**config.mk**
```make
export PLATFORM = sky130hd
export DESIGN_NAME = mem_dump_streamer
export DESIGN_NICKNAME = d
export VERILOG_FILES = /design/src/rtl/mem_dump_streamer_pkg.sv /design/src/rtl/mem_dump_streamer_fifo.sv /design/src/rtl/mem_dump_streamer.sv
export SDC_FILE = /design/constraint.sdc
export NUM_CORES = 1
export LEC_CHECK = 0
export CORE_UTILIZATION = 64
export DETAILED_ROUTE_END_ITERATION = 8
export DONT_BUFFER_PORTS = 1
export GPL_ROUTABILITY_DRIVEN = 0
export PLACE_DENSITY = 0.91
export RECOVER_POWER = 50
export SLEW_MARGIN = 20
export SYNTH_ARGS = -nofsm -noshare
export SYNTH_HDL_FRONTEND = slang
export SYNTH_SLANG_ARGS = --single-unit
```
**constraint.sdc**
```tcl
create_clock -name clk -period 5.1 [get_ports clk]
set_clock_uncertainty 0.2 [all_clocks]
set_input_delay 0.51 -clock clk [delete_from_list [all_inputs] [get_ports clk]]
set_output_delay 0.51 -clock clk [all_outputs]
set_load 0.05 [all_outputs]
```
**src/rtl/mem_dump_streamer_pkg.sv**
```systemverilog
// mem_dump_streamer shared constants and types
// Default widths, special memory base and FSM state encodings
package mem_dump_streamer_pkg;

  localparam int DEF_ADDR_W       = 12;
  localparam int DEF_DATA_W       = 8;
  localparam int DEF_FIFO_DEPTH   = 4;
  localparam int MEM_SPECIAL_BASE = 8;

  typedef enum logic [2:0] {
    S_IDLE      = 3'd0,
    S_READ      = 3'd1,
    S_DRAIN     = 3'd2,
    S_FINISH    = 3'd3,
    S_RANGE_ERR = 3'd4
  } state_e;

endpackage

```
**src/rtl/mem_dump_streamer_fifo.sv**
```systemverilog
// mem_dump_fifo: output buffer for the dump stream
// Synchronous FIFO, first-word-fall-through head, flush clears it
module mem_dump_fifo #(
  parameter int W     = 9,
  parameter int DEPTH = 4
) (
  input  logic                       clk_i,
  input  logic                       reset_i,
  input  logic                       flush_i,
  input  logic                       push_i,
  input  logic [W-1:0]               push_data_i,
  input  logic                       pop_i,
  output logic [W-1:0]               head_o,
  output logic                       valid_o,
  output logic [$clog2(DEPTH):0]     count_o
);

  localparam int AW = $clog2(DEPTH);

  logic [W-1:0]  mem_q [DEPTH];
  logic [AW-1:0] wr_q;
  logic [AW-1:0] rd_q;
  logic [AW:0]   cnt_q;
  logic          do_push;
  logic          do_pop;

  // Caller never pushes into a full buffer; push during flush is dropped
  assign do_push = push_i && !flush_i;
  assign do_pop  = pop_i && (cnt_q != '0);

  // Storage array, no reset needed
  always_ff @(posedge clk_i) begin
    if (do_push) begin
      mem_q[wr_q] <= push_data_i;
    end
  end

  // Pointers and occupancy
  always_ff @(posedge clk_i) begin
    if (reset_i || flush_i) begin
      wr_q  <= '0;
      rd_q  <= '0;
      cnt_q <= '0;
    end else begin
      if (do_push) begin
        wr_q <= wr_q + AW'(1);
      end
      if (do_pop) begin
        rd_q <= rd_q + AW'(1);
      end
      cnt_q <= cnt_q + (AW+1)'(do_push) - (AW+1)'(do_pop);
    end
  end

  assign head_o  = mem_q[rd_q];
  assign valid_o = (cnt_q != '0);
  assign count_o = cnt_q;

endmodule

```
**src/rtl/mem_dump_streamer.sv**
```systemverilog
// mem_dump_streamer: reads an address range out of data_mem
// and streams it as bytes on a valid/ready link with a last marker
module mem_dump_streamer
  import mem_dump_streamer_pkg::*;
#(
  parameter int ADDR_W     = DEF_ADDR_W,
  parameter int DATA_W     = DEF_DATA_W,
  parameter int FIFO_DEPTH = DEF_FIFO_DEPTH
) (
  input  logic              clk,
  input  logic              reset,
  input  logic              start,
  input  logic              abort,
  input  logic [ADDR_W-1:0] start_addr,
  input  logic [ADDR_W-1:0] end_addr,
  output logic [ADDR_W-1:0] m_addr,
  output logic              m_rd,
  output logic              m_en,
  input  logic [DATA_W-1:0] m_rd_data,
  output logic [DATA_W-1:0] out_data,
  output logic              out_valid,
  input  logic              out_ready,
  output logic              out_last,
  output logic              busy,
  output logic              done,
  output logic              err,
  output logic [ADDR_W:0]   byte_count
);

  localparam int CW = $clog2(FIFO_DEPTH) + 1;

  state_e            state_q;
  logic [ADDR_W:0]   addr_q;
  logic [ADDR_W:0]   end_q;
  logic [ADDR_W-1:0] m_addr_q;
  logic              rd_q;
  logic              rd_last_q;
  logic              ret_q;
  logic              ret_last_q;
  logic              busy_q;
  logic              done_q;
  logic              err_q;
  logic [ADDR_W:0]   bcnt_q;

  logic [CW-1:0]     fcnt;
  logic [CW-1:0]     fcnt_d;
  logic              fvalid;
  logic [DATA_W:0]   fhead;
  logic              flush;
  logic              xfer;
  logic              credit;

  assign flush  = abort && (state_q != S_IDLE);
  assign xfer   = fvalid && out_ready;
  // Occupancy after this edge plus the read now on the bus must
  // leave room for the read being considered
  assign fcnt_d = fcnt + CW'(ret_q) - CW'(xfer);
  assign credit = (fcnt_d + CW'(rd_q)) < CW'(FIFO_DEPTH);

  mem_dump_fifo #(
    .W     (DATA_W + 1),
    .DEPTH (FIFO_DEPTH)
  ) u_fifo (
    .clk_i       (clk),
    .reset_i     (reset),
    .flush_i     (flush),
    .push_i      (ret_q),
    .push_data_i ({ret_last_q, m_rd_data}),
    .pop_i       (xfer),
    .head_o      (fhead),
    .valid_o     (fvalid),
    .count_o     (fcnt)
  );

  // Dump FSM: read issue, return tracking, completion and byte count
  always_ff @(posedge clk) begin
    if (reset) begin
      state_q    <= S_IDLE;
      addr_q     <= '0;
      end_q      <= '0;
      m_addr_q   <= '0;
      rd_q       <= 1'b0;
      rd_last_q  <= 1'b0;
      ret_q      <= 1'b0;
      ret_last_q <= 1'b0;
      busy_q     <= 1'b0;
      done_q     <= 1'b0;
      err_q      <= 1'b0;
      bcnt_q     <= '0;
    end else if (flush) begin
      state_q    <= S_IDLE;
      rd_q       <= 1'b0;
      rd_last_q  <= 1'b0;
      ret_q      <= 1'b0;
      ret_last_q <= 1'b0;
      busy_q     <= 1'b0;
      done_q     <= 1'b0;
      err_q      <= 1'b0;
    end else begin
      ret_q      <= rd_q;
      ret_last_q <= rd_q && rd_last_q;
      done_q     <= 1'b0;
      err_q      <= 1'b0;
      if (xfer) begin
        bcnt_q <= bcnt_q + (ADDR_W+1)'(1);
      end
      unique case (state_q)
        S_IDLE: begin
          if (start && !abort) begin
            bcnt_q <= '0;
            if (start_addr > end_addr) begin
              state_q <= S_RANGE_ERR;
              done_q  <= 1'b1;
              err_q   <= 1'b1;
            end else begin
              state_q   <= S_READ;
              busy_q    <= 1'b1;
              rd_q      <= 1'b1;
              m_addr_q  <= start_addr;
              rd_last_q <= (start_addr == end_addr);
              addr_q    <= {1'b0, start_addr} + (ADDR_W+1)'(1);
              end_q     <= {1'b0, end_addr};
            end
          end
        end
        S_READ: begin
          if (rd_q && rd_last_q) begin
            state_q   <= S_DRAIN;
            rd_q      <= 1'b0;
            rd_last_q <= 1'b0;
          end else if (credit) begin
            rd_q      <= 1'b1;
            m_addr_q  <= addr_q[ADDR_W-1:0];
            rd_last_q <= (addr_q == end_q);
            addr_q    <= addr_q + (ADDR_W+1)'(1);
          end else begin
            rd_q <= 1'b0;
          end
        end
        S_DRAIN: begin
          if (xfer && fhead[DATA_W]) begin
            state_q <= S_FINISH;
            busy_q  <= 1'b0;
            done_q  <= 1'b1;
          end
        end
        S_FINISH: state_q <= S_IDLE;
        S_RANGE_ERR: state_q <= S_IDLE;
        default: state_q <= S_IDLE;
      endcase
    end
  end

  assign m_addr     = m_addr_q;
  assign m_rd       = rd_q;
  assign m_en       = rd_q;
  assign out_valid  = fvalid;
  assign out_data   = fvalid ? fhead[DATA_W-1:0] : '0;
  assign out_last   = fvalid && fhead[DATA_W];
  assign busy       = busy_q;
  assign done       = done_q;
  assign err        = err_q;
  assign byte_count = bcnt_q;

endmodule

```
==> results_dict.tcl, run 1 <==
set metrics [dict create \
    p_leak_nw 2.23 \
    synth.distinct_cells 62 \
    via_count 4303 \
    die_w_um 94.1 \
    syn_avg_cell_area_um2 9.97 \
    use_met1_pct 35.6 \
    synth-simple-area-share_pct 18.3 \
    rsz0062_at_grt "false" \
    slew_headroom_pct 22.8 \
    finalSetupViolCount 0 \
    multi_input_area_um2 2740 \
    min_path_type "in -> reg" \
    syn_inst 544 \
    critical_path_class "reg -> reg" \
    wl_um 12600 \
    num-fill-cells 594 \
    io_pins 77 \
    mostFrequentLayoutCells "dfxtp_1 (69), nor2_1 (47), a21oi_1 (40)" \
    powerDensity_nw_per_um2 386 \
    core.rowCount 33 \
    ys.flop_type "dfxtp_1" \
    met3_usage_pct 6.72 \
    clockBufferDepth 2 \
    drc 0 \
    die_y_um 94.1 \
    synth-compound-area-share_pct 14.1 \
    overflow 0 \
    core_um2 8220 \
    drive_gt1_share_pct 7.41 \
    tns_ns 0 \
    mostFrequentLayoutCell "dfxtp_1" \
    grt_pass1_wl_um 20100 \
    ir_drop_uv 147 \
    required_ns 5.18 \
    grt_pass1_vias 4319 \
    wl_per_cell_um 19.5 \
    layout.nets 596 \
    yosysWarnings 0 \
    p_int_w 0.00133 \
    ys_seq_elements 105 \
    synth.area.top_cells "dfxtp_1 (25%), edfxtp_1 (20%), ha_1 (5.3%), mux4_2 (3.7%), a21oi_1 (3.7%)" \
    cts-root-buf "clkbuf_8" \
    track_usage_pct 29.7 \
    grt_max_degree 36 \
    switchingPower_w 0.000881 \
    portBuffers 0 \
    top_usage_layer "met2" \
    syn2layout_area_growth_pct 5.45 \
    fmax_mhz 298 \
    cap_violations 0 \
    syn_nets 605 \
    pwr-share-clk_pct 23.0 \
    drtIter0Drc 442 \
    synthMuxAreaShare_pct 8.05 \
    outcome "finished clean" \
    finalHoldViolations 0 \
    cts_buffers 9 \
    die_area_um2 8850 \
    firstDrtPassIters 5 \
    synth_fa_ha_area_share_pct 5.68 \
    clkLatencyLatePin_ns 0.38 \
    vias_per_cell 6.67 \
    sw_frac_of_total_pct 39.9 \
    critPathCaptureType "flop" \
    maxSlewViolCount 0 \
    clk_pin_slew_ns 0.11 \
    postCtsSetupBuffers 0 \
    synth_edf_count 36 \
    cts_tree "done" \
    comb_power_share_pct 28.7 \
    seqCellArea_um2 2460 \
    fin_crit_ns 3.35 \
    n_antenna_cell 0 \
    synth_top_family_by_area "simple AND/OR/NAND/NOR gates" \
    worstMarginPinSlew_ns 1.16 \
    critical_path.slowest_cell "o31a_1" \
    ant_nets 0 \
    synth-async-reset-ratio_pct 0 \
    htreeDepth 3 \
    synth_xor_area_share_pct 4.20 \
    antenna_found_initial 0 \
    initial_utilization_pct 66.0 \
    ys_seq_area_share_pct 45.4 \
    netlist_area_um2 5420 \
    synth_top_cell_by_area "dfxtp_1" \
    min_period_over_period_pct 65.7 \
    cpPeakStageDelay_ns 0.75 \
    seqPwrFrac_pct 48.4 \
    hold_ws_ns 0.0156 \
    crit_arrival_ns 3.43 \
    r2r_slack_ns 1.75 \
    cts_resized 0 \
    clock-sinks 105 \
    cp_cell_sequence "o31a_1 -> ha_1 -> inv_1 -> ha_1 -> nand3_1 -> a21oi_1 -> o31a_1 -> nand2_1 -> o32ai_1" \
    synth_top_area_share_pct 25.5 \
    worst-path-max-fanout 21 \
    dp_hpwl_um 8790 \
    grt_util_met2_pct 50.0 \
    crit_path_start_kind "flop" \
]
[state kept, by name, summed over array words and instances (netlist names), named ones only]
| signal | cells |
|---|---|
| u_fifo.wr_q | 2 |
| end_q | 12 |
| busy | 1 |
| rd_last_q | 1 |
| ret_q | 1 |
| byte_count | 13 |
| err | 1 |
| state_q | 3 |
| ret_last_q | 1 |
| u_fifo.rd_q | 2 |
| done | 1 |
| u_fifo.count_o | 3 |
| m_addr | 12 |
| addr_q | 13 |
| u_fifo.mem_q | 36 |
| m_en | 1 |
[through the flow]
stage / instances / instance area (µm²) / setup slack (ns) / util [%] / power [W]
global placement: 624 / 5470 / 1.98 / 66.5 / 0.00168
finish: 645 / 5720 / 1.75 / 69.6 / 0.00221
floorplan: 544 / 5420 / 2.37 / - / 0.00160
CTS: 641 / 5680 / 1.84 / 69.1 / 0.00221
detailed placement: 624 / 5470 / 1.86 / 66.5 / 0.00171
global route: 645 / 5720 / 1.59 / 69.6 / 0.00231
[Yosys cell counts, types with 9 or more instances]
master / n
a21oi_1: 40
a31oi_1: 13
and3_1: 16
clkbuf_1: 20
dfxtp_1: 69
edfxtp_1: 36
ha_1: 23
inv_1: 26
mux2i_1: 20
mux4_2: 9
nand2_1: 31
nand3_1: 17
nand4_1: 19
nor2_1: 47
nor2b_1: 10
o21ai_0: 15
xnor2_1: 10
xor2_1: 16
[repair_timing]
action | CTS | global route
hold endpoints to repair | 33 | 13
setup endpoints to repair | 0 | 0
hold buffers | 1 | 4
[critical path: cells and delay by family, from the launching register on]
kind,cells,cell delay [ns]
buffers and inverters,1,0.04
flip-flops,1,0.38
AND/OR/NAND/NOR,2,0.28
AO/OA/AOI/OAI,4,1.77
adder cells (fa/ha/maj),2,0.56
[layout make-up]
type | count | share of cell area [%]
clock buffers | 11 | 2.47
multi-input cells | 382 | 47.9
flip-flops and latches | 105 | 43.1
inverters | 26 | 1.71
clock inverters | 5 | 0.832
well taps | 105 | 2.30
repair buffers | 11 | 1.71
[power groups by stage]
stage	logic (W)	registers, W	clock network (W)
floorplan	0.000554	0.00105	0
global placement	0.000600	0.00108	0
detailed placement	0.000625	0.00109	0
CTS	0.000632	0.00107	0.000508
global route	0.000688	0.00108	0.000544
finish	0.000634	0.00107	0.000507
[worst paths after layout]
kind                           from            endpoint  cells past startpoint
setup / recovery  u_fifo.count_o[1]           addr_q[8]                      9
hold / removal         m_rd_data[0]  u_fifo.mem_q[1][0]                      0
setup reg to reg  u_fifo.count_o[1]           addr_q[8]                      9
hold reg to reg          ret_last_q  u_fifo.mem_q[2][8]                      0
[layer usage]
| layer | vias to the layer above | wire length [µm] |
|---|---|---|
| li1 | 2009 | - |
| met1 | 2062 | 4990 |
| met2 | 193 | 6350 |
| met3 | 39 | 926 |
| met4 | 0 | 336 |
| met5 | - | 0 |
[logic make-up (layout without fill, tap and decap cells)]
logic type                 count (synthesis)  in the layout
AOI/OAI and AO/OA                        114            114
and+or+nand+nor                          187            187
DFF                                      105            105
muxes                                     31             31
adders and majority gates                 24             24
xor gates and xnor gates                  26             26
buffers and inverters                     57             53
Note: power is estimated with default switching activity, not from simulation.
==> run 2, diff against run 1 <==
clock period = 3.1 ns   (was 5.1 ns; I/O delays follow)
==> results_dict.tcl, run 2 (synthesis gave the netlist of run 1 again) <==
set metrics [dict create \
    fin_util_pct 74.3 \
    ir_drop_uv 294 \
    portBuffers 0 \
    cap_violations 0 \
    required_ns 3.17 \
    multi_input_area_um2 2730 \
    finalHoldViolations 0 \
    p_int_w 0.00230 \
    htreeDepth 3 \
    p_leak_nw 2.42 \
    critical_path_class "reg -> reg" \
    seqCellArea_um2 2460 \
    core_um2 8220 \
    critPathTopFamily "simple AND/OR/NAND/NOR gates" \
    mostFrequentLayoutCell "dfxtp_1" \
    maxSlewViolCount 0 \
    clk_pin_slew_ns 0.13 \
    cpPeakStageDelay_ns 0.70 \
    cts_buffers 9 \
    initial_utilization_pct 66.0 \
    sw_frac_of_total_pct 40.3 \
    cp_cell_sequence "or3b_1 -> buf_4 -> mux2i_1 -> o221ai_1 -> mux2_2 -> o31ai_1 -> a21oi_1" \
    cts-root-buf "clkbuf_8" \
    tns_ns 0 \
    min_path_type "in -> reg" \
    vias_per_cell 6.72 \
    r2r_cells 7 \
    grt_pass1_wl_um 21900 \
    min_period_over_period_pct 95.2 \
    firstDrtPassIters 5 \
    crit_cells 7 \
    grt_max_degree 39 \
    crit_arrival_ns 3.02 \
    clock-sinks 105 \
    finalSetupViolCount 0 \
    die_w_um 94.1 \
    fmax_mhz 339 \
    mostFrequentLayoutCells "dfxtp_1 (69), nor2_1 (46), a21oi_1 (40)" \
    io_pins 77 \
    via_count 4626 \
    crit_path_start_kind "flop" \
    drtIter0Drc 526 \
    n_antenna_cell 0 \
    antenna_found_initial 0 \
    cts_tree "done" \
    path_buf_inv 1 \
    switchingPower_w 0.00155 \
    dp_hpwl_um 9290 \
    track_usage_pct 32.8 \
    worst-path-max-fanout 13 \
    grt_pass1_vias 4500 \
    core.rowCount 33 \
    ant_nets 0 \
    regMostFlops "u_fifo.mem_q" \
    die_y_um 94.1 \
    hold_depth 2 \
    seqPwrFrac_pct 45.2 \
    drc 0 \
    clkLatencyLatePin_ns 0.39 \
    worstMarginPinSlew_ns 1.16 \
    rsz0062_at_grt "false" \
    largest_reg_flops 36 \
    pwr-share-clk_pct 23.2 \
    slew_headroom_pct 23.0 \
    wl_um 13800 \
    drive_gt1_share_pct 9.78 \
    clockBufferDepth 2 \
    num-fill-cells 532 \
    comb_power_share_pct 31.6 \
    critPathCaptureType "flop" \
    powerDensity_nw_per_um2 631 \
    overflow 0 \
    wl_per_cell_um 20.0 \
    critical_path.slowest_cell "or3b_1" \
    placed_area_um2 5630 \
    final_area_um2 6100 \
    outcome "finished clean" \
    syn2layout_area_growth_pct 12.6 \
    fin_crit_ns 2.95 \
    layout.nets 639 \
    die_area_um2 8850 \
]
==> run 2: cell types whose count changed in the layout (fill, tap and decap cells not counted), sizes merged <==
cell         change
dlygate4sd3     +23
clkinvlp         -1
inv              +2
clkinv           +1
clkbuf           +3
buf             +15
==> run 2: routing by layer <==
layer	wire length, µm	up-vias	global-route usage, %
met5	0	-	0
met4	652	0	19.5
met3	1060	68	5.66
met2	6830	269	56.0
met1	5240	2200	38.5
li1	-	2089	-
==> run 2: final cells by class <==
type / instances / share of cell area (%)
Inverter: 26 / 1.60
Clock buffer: 9 / 2.03
Clock inverter: 7 / 1.37
Tap cell: 105 / 2.15
Timing Repair Buffer: 54 / 7.73
Multi-Input combinational cell: 382 / 44.8
Sequential cell: 105 / 40.3
==> run 2: final timing paths <==
check / from / endpoint / slack [ns]
min: start_addr[8] / addr_q[8] / 0.02
min reg2reg: ret_last_q / u_fifo.mem_q[3][8] / 0.30
max reg2reg: state_q[0] / addr_q[11] / 0.15
max: state_q[0] / addr_q[11] / 0.15
==> run 2: power by group through the flow <==
stage                     Combinational (W)  Sequential [W]  Clock, W
after floorplan                    0.000912         0.00172         0
after global placement              0.00113         0.00176         0
after detailed placement            0.00117         0.00177         0
after CTS                           0.00123         0.00174  0.000887
after global routing                0.00132         0.00176  0.000936
final                               0.00122         0.00174  0.000893
==> run 2: metrics by stage <==
stage | std cells | hold WS (ns) | total power [W] | setup slack (ns)
2_1_floorplan | 544 | 0.209 | 0.00264 | 0.374
3_3_place_gp | 644 | 0.185 | 0.00289 | 0.252
3_5_place_dp | 644 | 0.186 | 0.00294 | 0.0984
4_1_cts | 688 | 0.0109 | 0.00385 | 0.105
5_1_grt | 688 | 0.0478 | 0.00401 | 0.00126
6_report | 688 | 0.0160 | 0.00385 | 0.149
==> run 2: what timing repair did <==
action,CTS,global route
hold endpoints to repair,71,0
setup endpoints to repair,0,12
resized for setup,0,1
buffers inserted,0,0
hold buffers,28,0
